[src/rtl/sbrb_pulse_driver_if.sv]
// Signal bundle between the SbRb pulse driver and its command/latch side.
// The slave modport is the driver's view; master is the requester/latch view.
interface sbrb_pulse_driver_if;
  logic set_req;
  logic reset_req;
  logic clr_err;
  logic q_fb;
  logic Sb;
  logic Rb;
  logic busy;
  logic done;
  logic q_exp;
  logic conflict;
  logic err;

  modport slave (
    input  set_req, reset_req, clr_err, q_fb,
    output Sb, Rb, busy, done, q_exp, conflict, err
  );

  modport master (
    output set_req, reset_req, clr_err, q_fb,
    input  Sb, Rb, busy, done, q_exp, conflict, err
  );
endinterface

[src/rtl/sbrb_pulse_driver.sv]
// Drives the active-low Sb/Rb inputs of an SbRb latch with fixed-width pulses,
// a recovery gap, and a check of the synchronized Q against the expected state.
module sbrb_pulse_driver #(
  parameter int unsigned PULSE_W = 4,
  parameter int unsigned GAP_W   = 2,
  parameter int unsigned CW      = 4
) (
  input  logic                clk,
  input  logic                rst_n,
  sbrb_pulse_driver_if.slave  bus
);

  typedef enum logic [1:0] {IDLE, SET_P, RST_P, GAP} state_t;

  state_t          r_state, w_nxt_state;
  logic [CW-1:0]   r_cnt, w_nxt_cnt;
  logic            r_sb, w_nxt_sb;
  logic            r_rb, w_nxt_rb;
  logic            r_busy, w_nxt_busy;
  logic            r_done, w_nxt_done;
  logic            r_q_exp, w_nxt_q_exp;
  logic            r_conflict, w_nxt_conflict;
  logic            r_err, w_nxt_err;
  logic            r_q_meta, r_q_s;

  // Two-flop synchronizer for the asynchronous latch output
  always_ff @(posedge clk or negedge rst_n) begin
    if (!rst_n) begin
      r_q_meta <= 1'b0;
      r_q_s    <= 1'b0;
    end else begin
      r_q_meta <= bus.q_fb;
      r_q_s    <= r_q_meta;
    end
  end

  // State and registered outputs
  always_ff @(posedge clk or negedge rst_n) begin
    if (!rst_n) begin
      r_state    <= IDLE;
      r_cnt      <= '0;
      r_sb       <= 1'b1;
      r_rb       <= 1'b1;
      r_busy     <= 1'b0;
      r_done     <= 1'b0;
      r_q_exp    <= 1'b0;
      r_conflict <= 1'b0;
      r_err      <= 1'b0;
    end else begin
      r_state    <= w_nxt_state;
      r_cnt      <= w_nxt_cnt;
      r_sb       <= w_nxt_sb;
      r_rb       <= w_nxt_rb;
      r_busy     <= w_nxt_busy;
      r_done     <= w_nxt_done;
      r_q_exp    <= w_nxt_q_exp;
      r_conflict <= w_nxt_conflict;
      r_err      <= w_nxt_err;
    end
  end

  // Next state and next output values; Sb and Rb are only ever lowered in
  // mutually exclusive states, so they cannot be low together.
  always_comb begin
    w_nxt_state    = r_state;
    w_nxt_cnt      = r_cnt;
    w_nxt_sb       = 1'b1;
    w_nxt_rb       = 1'b1;
    w_nxt_busy     = 1'b0;
    w_nxt_done     = 1'b0;
    w_nxt_q_exp    = r_q_exp;
    w_nxt_conflict = 1'b0;
    w_nxt_err      = bus.clr_err ? 1'b0 : r_err;

    case (r_state)
      IDLE: begin
        if (bus.set_req && !bus.reset_req) begin
          w_nxt_state = SET_P;
          w_nxt_sb    = 1'b0;
          w_nxt_busy  = 1'b1;
          w_nxt_cnt   = CW'(PULSE_W - 1);
        end else if (bus.reset_req && !bus.set_req) begin
          w_nxt_state = RST_P;
          w_nxt_rb    = 1'b0;
          w_nxt_busy  = 1'b1;
          w_nxt_cnt   = CW'(PULSE_W - 1);
        end else if (bus.set_req && bus.reset_req) begin
          w_nxt_conflict = 1'b1;
        end
      end
      SET_P, RST_P: begin
        w_nxt_busy = 1'b1;
        if (r_cnt == '0) begin
          w_nxt_state = GAP;
          w_nxt_cnt   = CW'(GAP_W - 1);
          w_nxt_q_exp = (r_state == SET_P);
        end else begin
          w_nxt_cnt = r_cnt - CW'(1);
          w_nxt_sb  = (r_state != SET_P);
          w_nxt_rb  = (r_state != RST_P);
        end
      end
      GAP: begin
        if (r_cnt == '0) begin
          w_nxt_state = IDLE;
          w_nxt_done  = 1'b1;
          if (r_q_s != r_q_exp) w_nxt_err = 1'b1;
        end else begin
          w_nxt_busy = 1'b1;
          w_nxt_cnt  = r_cnt - CW'(1);
        end
      end
      default: w_nxt_state = IDLE;
    endcase
  end

  assign bus.Sb       = r_sb;
  assign bus.Rb       = r_rb;
  assign bus.busy     = r_busy;
  assign bus.done     = r_done;
  assign bus.q_exp    = r_q_exp;
  assign bus.conflict = r_conflict;
  assign bus.err      = r_err;

endmodule

[src/flat_wrapper.sv]
// flat-port wrapper written by rule: the top's interface ports become plain ports
module sbrb_pulse_driver_flat 
#(
  parameter int unsigned PULSE_W = 4,
  parameter int unsigned GAP_W   = 2,
  parameter int unsigned CW      = 4
)
  (clk, rst_n, bus_set_req, bus_reset_req, bus_clr_err, bus_q_fb, bus_Sb, bus_Rb, bus_busy, bus_done, bus_q_exp, bus_conflict, bus_err);
  sbrb_pulse_driver_if bus_i ();
  input  logic clk;
  input  logic rst_n;
  input wire logic [$bits(bus_i.set_req)-1:0] bus_set_req;
  input wire logic [$bits(bus_i.reset_req)-1:0] bus_reset_req;
  input wire logic [$bits(bus_i.clr_err)-1:0] bus_clr_err;
  input wire logic [$bits(bus_i.q_fb)-1:0] bus_q_fb;
  output wire logic [$bits(bus_i.Sb)-1:0] bus_Sb;
  output wire logic [$bits(bus_i.Rb)-1:0] bus_Rb;
  output wire logic [$bits(bus_i.busy)-1:0] bus_busy;
  output wire logic [$bits(bus_i.done)-1:0] bus_done;
  output wire logic [$bits(bus_i.q_exp)-1:0] bus_q_exp;
  output wire logic [$bits(bus_i.conflict)-1:0] bus_conflict;
  output wire logic [$bits(bus_i.err)-1:0] bus_err;
  assign bus_i.set_req = bus_set_req;
  assign bus_i.reset_req = bus_reset_req;
  assign bus_i.clr_err = bus_clr_err;
  assign bus_i.q_fb = bus_q_fb;
  assign bus_Sb = bus_i.Sb;
  assign bus_Rb = bus_i.Rb;
  assign bus_busy = bus_i.busy;
  assign bus_done = bus_i.done;
  assign bus_q_exp = bus_i.q_exp;
  assign bus_conflict = bus_i.conflict;
  assign bus_err = bus_i.err;
  sbrb_pulse_driver #(.PULSE_W(PULSE_W), .GAP_W(GAP_W), .CW(CW)) u_core (.clk(clk), .rst_n(rst_n), .bus(bus_i));
endmodule
[config.mk]
export PLATFORM = sky130hd
export DESIGN_NAME = sbrb_pulse_driver_flat
export DESIGN_NICKNAME = d
export VERILOG_FILES = /design/src/rtl/sbrb_pulse_driver_if.sv /design/src/rtl/sbrb_pulse_driver.sv /design/src/flat_wrapper.sv
export SDC_FILE = /design/constraint.sdc
export NUM_CORES = 1
export LEC_CHECK = 0
export CORE_MARGIN = 2
export CORE_UTILIZATION = 50
export CTS_CLUSTER_SIZE = 14
export DETAILED_ROUTE_END_ITERATION = 8
export DONT_BUFFER_PORTS = 1
export MAX_ROUTING_LAYER = met4
export PLACE_DENSITY = 0.72
export SLEW_MARGIN = 20
export SYNTH_ARGS = -nofsm -noshare
export SYNTH_HDL_FRONTEND = slang
export SYNTH_SLANG_ARGS = --single-unit
[constraint.sdc]
create_clock -name clk -period 2.4 [get_ports clk]
set_clock_uncertainty 0.15 [all_clocks]
set_input_delay 0.72 -clock clk [delete_from_list [all_inputs] [get_ports clk]]
set_output_delay 0.72 -clock clk [all_outputs]
set_load 0.05 [all_outputs]
**Word level (Yosys, flattened, before mapping)**

Cells that the tools add are included.

- Output and inout bits: 7
- Bits in registers: 15
- Logic and storage cells: 64

- Reductions and logical operators: 11
- Multiplexer cells: 31
- Equal/unequal tests: 10
- Add/subtract/negate cells: 1

Operators with widths:

| cell | count |
|---|---|
| $mux 1 | 18 |
| $mux 4 | 4 |
| $pmux 4 s3 | 1 |
| $mux 2 | 4 |
| $ne 2x1->1 const B | 3 |
| $pmux 2 s3 | 1 |
| $eq 2x2->1 const B | 2 |
| $logic_not 4->1 | 1 |
| $ne 2x2->1 const B | 2 |
| $pmux 1 s2 | 2 |
| $reduce_and 2->1 | 2 |
| $sub 4x1->4 const B | 1 |
| $logic_and 1x1->1 | 3 |
| $ne 3x1->1 const B | 1 |
| $pmux 1 s3 | 1 |
| $reduce_and 3->1 | 1 |
| $eq 2x1->1 const B | 1 |
| $logic_not 1->1 | 2 |
| $logic_not 2->1 | 1 |
| $reduce_or 2->1 | 1 |
| $ne 1x1->1 | 1 |

**Depth between registers and ports, before layout**

- Depth after elaboration: 5
- Depth in mapped cells: 6
- Mapped depth without buffers: 5

**Worst setup path before layout**

No wires, ideal clock.

- Kind: input to register
- Start point: input port bus_reset_req
- End point: register u_core.r_cnt[0]
- Data arrival time: 1.668 ns
- Library setup time: 0.121 ns
- Required time: 2.129 ns
- Slack: 0.461 ns
- Stages: 5
- Path through: inv_1 > ha_1 > or3b_1 > a21boi_0 > o22a_1

- Cells in the longest elaborated chain, start to end: 4
- Elaborated cells between the ends (all ways): 7

RTL lines:

| what | line | RTL |
|---|---|---|
| start, declared | flat_wrapper.sv:13 | `input wire logic [$bits(bus_i.reset_req)-1:0] bus_reset_req;` |
| $logic_not 1->1 | sbrb_pulse_driver.sv:77 | `if (bus.set_req && !bus.reset_req) begin` |
| $logic_and 1x1->1 | sbrb_pulse_driver.sv:77 |  |
| $mux 4 / $ne 3x1->1 (equally long branches) | n/a |  |
| $pmux 4 s3 / $reduce_and 2->1 (equally long branches) | n/a |  |
| end signal, assigned | sbrb_pulse_driver.sv:51 | `r_cnt <= w_nxt_cnt;` |
| end, declared | sbrb_pulse_driver.sv:16 | `logic [CW-1:0] r_cnt, w_nxt_cnt;` |

Several ways; a longest one is shown, not always the timed one.
A chain may end at the register's enable or synchronous reset.

**Worst setup path in the final report**

- Start point: register u_core.r_state[1]
- End point: register u_core.r_cnt[1]

- Cells in the longest elaborated chain, start to end: 3
- Elaborated cells between the ends (all ways): 9

RTL lines:

| what | line | RTL |
|---|---|---|
| start, declared | sbrb_pulse_driver.sv:15 | `state_t r_state, w_nxt_state;` |
| start signal, assigned | sbrb_pulse_driver.sv:50 | `r_state <= w_nxt_state;` |
| $eq 2x2->1 (tied with other cells) | sbrb_pulse_driver.sv:75 | `case (r_state)` |
| $reduce_or 2->1 (tied with other cells) | sbrb_pulse_driver.sv:75 |  |
| $pmux 4 s3 / $reduce_and 2->1 (equally long branches) | n/a |  |

Several ways; a longest one is shown, not always the timed one.

==> impl_metrics.csv <==
group,metric,value,unit
final_layout,layout-drive-gt1-share,13.3,%
yosys,syn-num-nets,85,
final_layout,n_fill_cell,126,
placed_design,dpl.cell_count,86,
yosys,postSynthRegisterBits,15,
global_route,grt_pass1_wl,2460,um
critical_path,setup.worst_path.start,"u_core.r_state[1]$_DFFE_PN0P_",
sta,post-route-period-util,81.4,%
critical_path,setup.reg_to_reg.worst_slack,0.45,ns
sta,hold_violations,0,
drt,detailedRoute.firstIterationViolations,3,
floorplanning,chipWidth,44.1,um
critical_path,end_kind,"flop",
yosys,seq_area_frac_synth,46.9,%
drt,vias_per_cell,5.96,
yosys,post_synth.cell_area_avg,11.3,um^2
sta,worst_pin_slew,0.600,ns
yosys,synth_top_cell_area_share,40.4,%
yosys,synth_cells,71,
yosys,synth_edf_count,0,
sta,unrepaired_setup_endpoints_after_global_routing,"false",
cts,htree_levels,1,
global_route,grt_antenna_before_repair,0,
cts,worst_setup_hold_path_clk_slew,0.08,ns
sta,max_slew_margin,59.9,%
power,power.ir.vdd_worst,0.714,mV
sta,max_freq,512,MHz
floorplanning,start_util,53.5,%
critical_path,timing.critical_path.fanout_max,8,
sta,sum_neg_setup_slack,0,ns
yosys,leading_area_contributor_after_synthesis,"sky130_fd_sc_hd__dfrtp_1",
cts,cts-buffers-inserted,3,
drt,vias,542,
sta,fin_crit,1.95,ns
critical_path,worst_ep_arrival_time,1.98,ns
power,leakage,0.000427,uW
sta,final-max-slew-violation-count,0,
floorplanning,chip_height,44.1,um
cts,worstSkewPairLatency,0.29,ns
drt,detail_route.wl_per_cell,15.5,um
critical_path,regToRegStartpoint,"u_core.r_state[1]$_DFFE_PN0P_",
yosys,count_of_unique_library_cells_instantiated_by_yosys,30,
global_route,grt_overflow,0,
cts,clock-sinks,15,
floorplanning,fp.coreArea,1510,um^2
yosys,synth.area.top_cells,"sky130_fd_sc_hd__dfrtp_1 40%, sky130_fd_sc_hd__ha_1 12%, sky130_fd_sc_hd__dfstp_2 6.5%, sky130_fd_sc_hd__inv_1 3.7%, sky130_fd_sc_hd__nor3b_2 3.1%",
global_route,grt_max_degree,14,
final_layout,fin_cells,91,
cts,tritoncts,"yes",
critical_path,critical_path_type,"reg -> reg",
critical_path,critical_path.reg2reg.endpoint,"u_core.r_cnt[1]$_DFFE_PN0P_",
power,pwr_dens,1500,nW/um^2
final_layout,syn_to_final_growth,6.06,%
final_layout,fin_nets,90,
critical_path,worstPathRequired,2.43,ns
yosys,ys.warnings.count,0,
critical_path,r2r.worst_path.cells,5,
drt,drt-pass1-iter-count,3,
cts,cts.root.buffer_cell,"sky130_fd_sc_hd__clkbuf_4",
final_layout,final_design_area_no_fill,855,um^2
final_layout,multi_input_area,383,um^2
sta,hold_slack,0.109,ns
floorplanning,rows,14,
placed_design,dpl_cell_area,818,um^2
cts,clock_tree.buffer_depth,2,
cts,postCtsSetupRepairBufs,0,
yosys,yosys_most_used_dff,"sky130_fd_sc_hd__dfrtp_1",
global_route,first_global_vias,540,
placed_design,globalplace.congestion,0.769,
yosys,syn_area,806,um^2
drt,drc,0,
sta,setup_viol,0,
floorplanning,boundaryPins,13,
hold_path,hold_class,"in -> async",
final_layout,antenna_diode_count,0,
final_layout,seqCellArea,378,um^2
placed_design,place.port_buffers,0,
outcome,run_status,"finished, final reports clean",
flow_run,number_of_max_capacitance_violations_reported,0,
drt,postRouteAntennaNets,0,
global_route,global_route_usage_over_all_layers,18.1,%
yosys,synth_async_sr_flop_share,100,%
critical_path,worst_setup_path_start_kind,"flop",
floorplanning,dieArea,1950,um^2
drt,routed_wl,1410,um
placed_design,dpl.hpwl,992,um
## registers in the layout, indices dropped and copies added, names as in the netlist
signal and flops:
u_core.bus.conflict 1, u_core.bus.q_exp 1, u_core.bus.Rb 1, u_core.bus.done 1
u_core.r_q_meta 1, u_core.r_state 2, u_core.r_q_s 1, u_core.bus.Sb 1
u_core.r_cnt 4, u_core.bus.busy 1, u_core.bus.err 1
## layer usage
metal / share of wire, % / GRT usage, % / up-vias
met5: 0 / - / -
met2: 44 / 27.6 / 11
met4: 1.2 / 5.45 / 0
li1: - / - / 265
met1: 50 / 22.7 / 262
met3: 4.6 / 6.12 / 4
## what timing repair did
item                      in CTS  in global routing
hold buffers                   1                  0
hold endpoints to repair      13                  0
resized for setup              0                  0
## power by group
part           switching (uW)  leakage (uW)  internal (uW)
Combinational             309      0.000226            255
Clock                    80.1     0.0000150           64.8
Sequential                220      0.000186            354
Total                     609      0.000427            673
## worst max-delay path by stage
stage	to	depth (start not counted)
after floorplan	u_core.r_cnt[0]$_DFFE_PN0P_	5
after global placement	u_core.r_cnt[0]$_DFFE_PN0P_	5
after detailed placement	u_core.r_cnt[0]$_DFFE_PN0P_	5
after CTS	u_core.r_cnt[1]$_DFFE_PN0P_	5
after global routing	u_core.r_cnt[1]$_DFFE_PN0P_	5
final	u_core.r_cnt[1]$_DFFE_PN0P_	5
## placed cells by master, fill, tap and decap left out
master                          netlist  layout
sky130_fd_sc_hd__or3b_1               2       2
sky130_fd_sc_hd__buf_4                0       1
sky130_fd_sc_hd__nor4_1               2       2
sky130_fd_sc_hd__nand2_1              1       1
sky130_fd_sc_hd__a2111o_1             1       1
sky130_fd_sc_hd__a211oi_2             1       1
sky130_fd_sc_hd__a211o_1              1       1
sky130_fd_sc_hd__a21boi_0             1       1
sky130_fd_sc_hd__inv_1                8       8
sky130_fd_sc_hd__dlygate4sd3_1        0       1
sky130_fd_sc_hd__nor3b_1              1       1
sky130_fd_sc_hd__mux2_1               1       1
sky130_fd_sc_hd__a21oi_1              4       4
sky130_fd_sc_hd__dfrtp_1             13      13
sky130_fd_sc_hd__ha_1                 8       8
sky130_fd_sc_hd__o22a_1               1       1
sky130_fd_sc_hd__clkbuf_4             0       3
sky130_fd_sc_hd__o31ai_1              2       2
sky130_fd_sc_hd__a32o_1               1       1
sky130_fd_sc_hd__a32o_2               1       1
sky130_fd_sc_hd__nor3_1               4       4
sky130_fd_sc_hd__nor3b_2              2       2
sky130_fd_sc_hd__o211a_1              1       1
sky130_fd_sc_hd__xor2_1               1       1
sky130_fd_sc_hd__and2_1               2       2
sky130_fd_sc_hd__o32a_1               1       1
sky130_fd_sc_hd__dfstp_2              2       2
sky130_fd_sc_hd__clkbuf_1             1       1
sky130_fd_sc_hd__a22o_1               1       1
sky130_fd_sc_hd__nor2_1               3       3
sky130_fd_sc_hd__or3_1                1       1
sky130_fd_sc_hd__nor2b_1              2       2
## metrics by stage
| stage | worst slack (ns) | utilization [%] | power (uW) |
|---|---|---|---|
| after global routing | 0.266 | 56.7 | 1380 |
| after CTS | 0.458 | 56.7 | 1290 |
| after floorplan | 0.461 | - | 1030 |
| after global placement | 0.418 | 54.3 | 1130 |
| final | 0.447 | 56.7 | 1280 |
| after detailed placement | 0.389 | 54.3 | 1130 |
## worst max-delay path, stage by stage, from the launching register on
cell                      delay, ns
sky130_fd_sc_hd__dfrtp_1       0.43
sky130_fd_sc_hd__inv_1         0.09
sky130_fd_sc_hd__ha_1          0.34
sky130_fd_sc_hd__nor2_1        0.44
sky130_fd_sc_hd__nor3_1        0.10
sky130_fd_sc_hd__o32a_1        0.29
## logic make-up (layout without fill, tap and decap cells)
family	count (synthesis)	after routing	synth area share (%)
xor gates and xnor gates	1	1	1.09
adders and majority gates	8	8	12.4
and+or+nand+nor	20	20	16.0
buffers and inverters	10	14	5.59
muxes	1	1	1.40
AOI/OAI and AO/OA	16	16	16.6
DFF	15	15	46.9
## cell usage after synthesis (2+ instances only)
master	n
sky130_fd_sc_hd__dfrtp_1	13
sky130_fd_sc_hd__a21oi_1	4
sky130_fd_sc_hd__and2_1	2
sky130_fd_sc_hd__nor3_1	4
sky130_fd_sc_hd__nor2_1	3
sky130_fd_sc_hd__or3b_1	2
sky130_fd_sc_hd__nor2b_1	2
sky130_fd_sc_hd__dfstp_2	2
sky130_fd_sc_hd__nor3b_2	2
sky130_fd_sc_hd__inv_1	8
sky130_fd_sc_hd__ha_1	8
sky130_fd_sc_hd__nor4_1	2
sky130_fd_sc_hd__o31ai_1	2
## final cells by class
| cell class | count | area share [%] |
|---|---|---|
| repair buffers | 2 | 2.05 |
| flip-flops and latches | 15 | 44.2 |
| clock buffers | 4 | 3.07 |
| multi-input cells | 46 | 44.8 |
| well taps | 16 | 2.34 |
| inverters | 8 | 3.51 |
Power figures use the tool's default switching activity.
